[config.mk]
export PLATFORM = sky130hd
export DESIGN_NAME = zbb_count_seq
export DESIGN_NICKNAME = d
export VERILOG_FILES = /design/src/rtl/zbb_count_seq.sv
export SDC_FILE = /design/constraint.sdc
export NUM_CORES = 1
export LEC_CHECK = 0
export BUFFER_PORTS_ARGS = -buffer_cell sky130_fd_sc_hd__buf_2
export CAP_MARGIN = 20
export CORE_ASPECT_RATIO = 0.6
export CORE_MARGIN = 3
export CORE_UTILIZATION = 40
export CTS_CLUSTER_DIAMETER = 80
export DETAILED_ROUTE_END_ITERATION = 7
export PLACE_DENSITY = 0.72
export SYNTH_ARGS = -nofsm -noshare
export SYNTH_HDL_FRONTEND = slang
export SYNTH_SLANG_ARGS = --single-unit
[constraint.sdc]
create_clock -name clk -period 5.65 [get_ports clk]
set_clock_uncertainty 0.05 [all_clocks]
set_input_delay 1.695 -clock clk [delete_from_list [all_inputs] [get_ports clk]]
set_output_delay 1.695 -clock clk [all_outputs]
set_load 0.01 [all_outputs]
[src/rtl/zbb_count_seq.sv]
// zbb_count_seq: sequencer around one shared 32-bit count-trailing-zeros encoder.
//   CTZ  - operand goes straight to the encoder.
//   CLZ  - operand is bit-reversed on accept, then goes to the encoder.
//   CPOP - iterative clear-lowest-set-bit loop that counts iterations, or a
//          single-cycle adder tree when ZBB_CPOP_FAST_EN is defined.
// Only one op is in flight at a time, with valid/ready handshakes on both sides.
module zbb_count_seq #(
    parameter int DATA_WIDTH = 32,
    parameter int CNT_W      = $clog2(DATA_WIDTH) + 1
) (
    input  logic                  clk,
    input  logic                  rst,
    input  logic                  in_valid,
    output logic                  in_ready,
    input  logic [1:0]            op,
    input  logic [DATA_WIDTH-1:0] rs1,
    output logic                  out_valid,
    input  logic                  out_ready,
    output logic [DATA_WIDTH-1:0] result,
    output logic                  busy
);

    typedef enum logic [1:0] {
        IDLE = 2'd0,
        CALC = 2'd1,
        DONE = 2'd2
    } state_e;

    localparam logic [1:0] OP_CTZ  = 2'b00;
    localparam logic [1:0] OP_CLZ  = 2'b01;
    localparam logic [1:0] OP_CPOP = 2'b10;

    state_e                  state_q, state_d;
    logic [DATA_WIDTH-1:0]   x_q, x_d;
    logic [1:0]              op_q, op_d;
    logic [CNT_W-1:0]        res_q, res_d;
    logic [DATA_WIDTH-1:0]   rs1_rev;
    logic [CNT_W-1:0]        ctz_enc;
`ifdef ZBB_CPOP_FAST_EN
    logic [CNT_W-1:0]        pop_sum;
`else
    logic [CNT_W-1:0]        cnt_q, cnt_d;
`endif

    // Bit-reverse the incoming operand so CLZ can reuse the trailing-zero encoder
    always_comb begin
        rs1_rev = '0;
        for (int unsigned i = 0; i < DATA_WIDTH; i++) begin
            rs1_rev[i] = rs1[DATA_WIDTH-1-i];
        end
    end

    // Trailing-zero encoder; scanning from the MSB lets the lowest set bit win, zero input yields DATA_WIDTH
    always_comb begin
        ctz_enc = CNT_W'(DATA_WIDTH);
        for (int unsigned i = 0; i < DATA_WIDTH; i++) begin
            if (x_q[DATA_WIDTH-1-i]) begin
                ctz_enc = CNT_W'(DATA_WIDTH - 1 - i);
            end
        end
    end

`ifdef ZBB_CPOP_FAST_EN
    // Single-cycle population count over the latched operand
    always_comb begin
        pop_sum = '0;
        for (int unsigned i = 0; i < DATA_WIDTH; i++) begin
            pop_sum = pop_sum + CNT_W'(x_q[i]);
        end
    end
`endif

    // State and datapath registers; reset drops any in-flight op
    always_ff @(posedge clk) begin
        if (rst) begin
            state_q <= IDLE;
            x_q     <= '0;
            op_q    <= '0;
            res_q   <= '0;
`ifndef ZBB_CPOP_FAST_EN
            cnt_q   <= '0;
`endif
        end else begin
            state_q <= state_d;
            x_q     <= x_d;
            op_q    <= op_d;
            res_q   <= res_d;
`ifndef ZBB_CPOP_FAST_EN
            cnt_q   <= cnt_d;
`endif
        end
    end

    // Next-state logic
    always_comb begin
        state_d = state_q;
        case (state_q)
            IDLE: if (in_valid) state_d = CALC;
`ifdef ZBB_CPOP_FAST_EN
            CALC: state_d = DONE;
`else
            CALC: if (op_q != OP_CPOP || x_q == '0) state_d = DONE;
`endif
            DONE: if (out_ready) state_d = IDLE;
            default: state_d = IDLE;
        endcase
    end

    // Datapath updates: operand/op capture on accept, result write in CALC
    always_comb begin
        x_d   = x_q;
        op_d  = op_q;
        res_d = res_q;
`ifndef ZBB_CPOP_FAST_EN
        cnt_d = cnt_q;
`endif
        case (state_q)
            IDLE: begin
                if (in_valid) begin
                    op_d = op;
                    x_d  = (op == OP_CLZ) ? rs1_rev : rs1;
`ifndef ZBB_CPOP_FAST_EN
                    cnt_d = '0;
`endif
                end
            end
            CALC: begin
                case (op_q)
                    OP_CTZ, OP_CLZ: res_d = ctz_enc;
`ifdef ZBB_CPOP_FAST_EN
                    OP_CPOP: res_d = pop_sum;
`else
                    OP_CPOP: begin
                        if (x_q == '0) begin
                            res_d = cnt_q;
                        end else begin
                            x_d   = x_q & (x_q - 1'b1);
                            cnt_d = cnt_q + 1'b1;
                        end
                    end
`endif
                    default: res_d = '0;
                endcase
            end
            default: ;
        endcase
    end

    // Output decode from state and the held result
    always_comb begin
        in_ready  = (state_q == IDLE);
        out_valid = (state_q == DONE);
        busy      = (state_q != IDLE);
        result    = {{(DATA_WIDTH-CNT_W){1'b0}}, res_q};
    end

endmodule

== Yosys cells after proc, flatten, opt, wreduce, memory -nomap -nowiden ==
Index checks and enable logic that the tools add are counted.

* Output and inout bits: 35
* Bits of input ports: 38
* Bits in registers: 48
* Word-level logic and storage cells: 78

* Reduce and logical (&&, ||, !) cells: 11
* Add/sub/neg operators: 2
* Bitwise operators: 1
* Eq/ne operators: 12
* Multiplexer cells: 47

{| class="wikitable"
|+ Operators with widths
! operator !! count
|-
| $mux 6 || 36
|-
| $mux 32 || 4
|-
| $pmux 32 s2 || 1
|-
| $and 32x32->32 || 1
|-
| $logic_not 32->1 || 1
|-
| $sub 32x1->32 const B || 1
|-
| $pmux 6 s2 || 2
|-
| $ne 2x2->1 const B || 5
|-
| $add 6x1->6 const B || 1
|-
| $eq 2x1->1 const B || 3
|-
| $mux 2 || 3
|-
| $pmux 2 s3 || 1
|-
| $eq 2x2->1 const B || 2
|-
| $logic_not 2->1 || 2
|-
| $ne 2x1->1 const B || 2
|-
| $reduce_and 2->1 || 2
|-
| $reduce_and 4->1 || 1
|-
| $reduce_bool 2->1 || 2
|-
| $reduce_and 3->1 || 1
|-
| $reduce_or 2->1 || 1
|-
| $logic_or 1x1->1 || 1
|}

== Longest topological paths before layout ==
* Depth in word-level cells: 33
* Gate-level depth with buffers: 10
* Depth with buffers taken out: 5

== Worst setup path after synthesis ==
Ideal clock, no wire load.

* Path kind: input-to-reg
* Start: in op[0]
* End: reg x_q[17]
* Data required time: 5.521 ns
* Library setup time: 0.079 ns
* Arrival: 2.759 ns
* Path buffers: 2
* Setup slack: 2.762 ns
* Stages on the path: 6
* Cell sequence: nor2b_1 > clkbuf_1 > clkbuf_1 > nand2_1 > a32o_1 > a211oi_2

* Word-level cells in the longest chain between the ends: 4

{| class="wikitable"
|+ Ends and longest elaborated chain
! element !! RTL line !! text
|-
| start: declaration || 15 || <nowiki>input logic [1:0] op,</nowiki>
|-
| $eq 2x1->1 || 121 || <nowiki>x_d = (op == OP_CLZ) ? rs1_rev : rs1;</nowiki>
|-
| $mux 32 || 121 ||
|-
| $mux 32 || 119 || <nowiki>if (in_valid) begin</nowiki>
|-
| $pmux 32 s2 || 117 || <nowiki>case (state_q)</nowiki>
|-
| end signal: assignment || 77 || <nowiki>x_q <= '0;</nowiki>
|-
| end signal: assignment || 85 || <nowiki>x_q <= x_d;</nowiki>
|-
| end: declaration || 34 || <nowiki>logic [DATA_WIDTH-1:0] x_q, x_d;</nowiki>
|}

Every way passes these cells. The select of a mux whose other input is x is not followed.
A chain may end at the register's enable or synchronous reset.

== Worst setup path after layout ==
* Start: reg x_q[17]
* End: reg x_q[12]

* Word-level cells in the longest chain between the ends: 3

{| class="wikitable"
|+ Ends and longest elaborated chain
! element !! RTL line !! text
|-
| $logic_not 32->1 || 134 || <nowiki>if (x_q == '0) begin</nowiki>
|-
| $ne 2x2->1 (no line) || - ||
|-
| $reduce_and 4->1 (no line) || - ||
|}

Every way passes these cells.

==> out/metrics.cfg <==
[placement]
hpwl_mm=6.94
globalplace.congestion=0.934
io_buffers=46
place_inst=574

[clock_tree]
cts_sinks=48
max-clock-path-buffers=2
clk_pin_slew_ps=60
htreeDepth=2
cts_root_buffer=clkbuf_16
cts-buffers-inserted=5
tritoncts=built
cts_resized=0
postCtsHoldBufs=0
cts_setup_buffers=0
clk_latency_ps=290

[final_layout]
final_core_util_pct=46.9
fin_cells=583
finalNetCount=518
syn_to_final_growth_pct=9.46
fillers=765
antennaDiodeCount=0
layout-drive-gt1-share_pct=14.4

[detailed_routing]
post-route-drc-count=0
firstDrtPassIters=5
routed_wl_mm=9.87
postRouteAntennaNets=0
vias=3483
drtIter0Drc=416
vias_per_cell=5.97
post_drt_wl_per_cell_um=16.9

[floorplan]
start_util_pct=42.8
row_count=24
die_x_um=122
die_area_um2=9260
core-area_um2=7570
fp.dieH_um=75.7
io_pins=73

[yosys]
yosysSeqAreaShare_pct=29.6
post-synth-top-area-cell=dfxtp_1
async_reset_ff_share_pct=0
synth_top_family_by_area=simple AND/OR/NAND/NOR gates
synth.ff_latch_count=48
synthSimpleGateAreaFrac_pct=32.9
synth_compound_gate_area_share_pct=24.1
synth_area_um2=3240
synth_mux_area_share_pct=0.309
yosys-top-cells-area=dfxtp_1, nand2_1, a211oi_1, buf_4, nor2_1
synth_xor_xnor_area_share_pct=0.810
synth_cells=454
synthAdderAreaFrac_pct=0.386
synthFlopType=dfxtp_1
synth_top_area_share_pct=29.6
yosysWarnings=0
synth_cell_type_count=46
avgSynthCellArea_um2=7.14
synth_edf_count=0

[sta]
finalSetupViolCount=0
fin_crit_ps=3390
fin_tns_setup_ps=0
max_freq_ghz=0.295
finalCritPeriodShare_pct=59.9
rsz0062_at_grt=false
drv_slew=0
hold_ws_ps=449
max-slew-margin-rel_pct=34.2
worst_slew_pin_slew_ps=987
hold_viol_final=0

[pwr]
power_leakage_nw=1.45
design_power_total_uw=974
power-per-cell-area_nw_per_um2=275
peakVddDrop_uv=152

[critical_path]
worst_path_max_delay_cell=nor4_1
reg2reg_depth=5
critPathArrivalTime_ps=3510
cp-start-kind=register
end_kind=register
path_class=register to register
critPathRequiredTime_ps=5780
path_cells=nor4_1 -> nand4_1 -> o211ai_4 -> nand2_2 -> a221oi_1
cp_top_family=simple AND/OR/NAND/NOR gates
max_stage_delay_ps=810
critPathBufInv=0
r2r_end=x_q[12]
rrSetupSlack_ps=2260
r2r-start=x_q[17]
path_max_fanout=29

[run_status]
status=complete, no violations

[hold_path]
hold_path_end=op_q[0]
holdCritPathClass=register to register
hold_depth=2
hold_path_startpoint=op_q[0]

[grt]
antenna_found_initial=0
grt_remaining_overflow=0
grt_pass1_vias=2908
grt_start_max_net_pins=51
grt_pass1_wl_mm=15.4
track_usage_pct=21.0

[run]
max_cap_violations=0

-- through the flow --
step / instance area, µm² / setup WS [ps]
after global routing: 3550 / 2030
after detailed placement: 3370 / 2040
final: 3550 / 2260
after CTS: 3510 / 2340
after floorplan: 3340 / 2760
after global placement: 3370 / 2090
-- how the worst max path moves through the flow --
stage	from	end	slack [ps]	cells after the start
6_report	x_q[17]	x_q[12]	2260	5
5_1_grt	x_q[17]	x_q[26]	2030	5
4_1_cts	op[0]	x_q[26]	2340	5
3_5_place_dp	op[0]	x_q[26]	2040	5
3_3_place_gp	op[0]	x_q[12]	2090	6
2_1_floorplan	op[0]	x_q[17]	2760	6
-- cells in the mapped netlist, drive strengths merged (6+ instances only) --
cell type	n
o21ai	19
a211oi	30
nand2b	7
a21oi	16
nand3	31
nor4	14
nand2	87
o211ai	6
nor3	14
dfxtp	48
buf	32
clkbuf	27
nor2b	7
nor2	45
inv	6
or4	10
o41ai	6
-- area by class of cell --
cell class                      count  area [µm²]  share of cell area (%)
Timing Repair Buffer               52         303                    8.53
Multi-Input combinational cell    366        2000                    56.3
Tap cell                          104         130                    3.67
Clock inverter                      1        5.00                   0.141
Inverter                            6        22.5                   0.635
Clock buffer                        6         129                    3.63
Sequential cell                    48         961                    27.1
-- worst register-to-register path, delay by kind of cell (launching register included) --
kind,cells,cell delay [ps]
flip-flops,1,380
AND/OR/NAND/NOR,3,1890
AO/OA/AOI/OAI,2,960
-- cells in the final DEF (no fill, tap or decap), drive strengths merged, types with 2 or more instances in the layout --
cell / n
nand2: 87
buf: 52
dfxtp: 48
nor2: 45
nand3: 31
a211oi: 30
conb: 26
o21ai: 19
a21oi: 16
nor4: 14
nor3: 14
or4: 10
nand2b: 7
nor2b: 7
inv: 6
o41ai: 6
o211ai: 6
clkbuf: 6
or3: 5
o31ai: 5
a221oi: 5
a32o: 4
nand4: 3
a31oi: 3
xor2: 3
and4: 2
a32oi: 2
a22oi: 2
o31a: 2
a221o: 2
o21bai: 2
-- kinds of logic (layout without fill, tap and decap cells) --
kind of cell / after synthesis / count (layout)
other cells: 1 / 26
compound gates: 107 / 107
flops: 48 / 48
mux: 1 / 1
fa+ha+maj: 1 / 1
buf+inv: 65 / 65
simple gates: 228 / 228
xor+xnor: 3 / 3
-- power breakdown --
group	internal, mW	switching (mW)	total, mW
Sequential	0.368	0.0454	0.413
Combinational	0.104	0.168	0.272
Clock	0.161	0.128	0.289
Total	0.633	0.341	0.974
-- state kept, by name, summed over array words and instances, names as in the netlist --
register,cells
cnt_q,6
op_q,2
res_q,6
state_q,2
x_q,32
-- layer usage --
| layer | up-vias | wire, µm | GRT usage, % | share of wire [%] |
|---|---|---|---|---|
| li1 | 1648 | - | - | - |
| met1 | 1667 | 4550 | 32.0 | 46 |
| met2 | 155 | 4410 | 30.9 | 45 |
| met3 | 13 | 810 | 4.53 | 8.2 |
| met4 | 0 | 94 | 3.10 | 0.95 |
| met5 | - | 0 | 0 | 0 |
No activity file was read; power rests on OpenSTA's default activity.
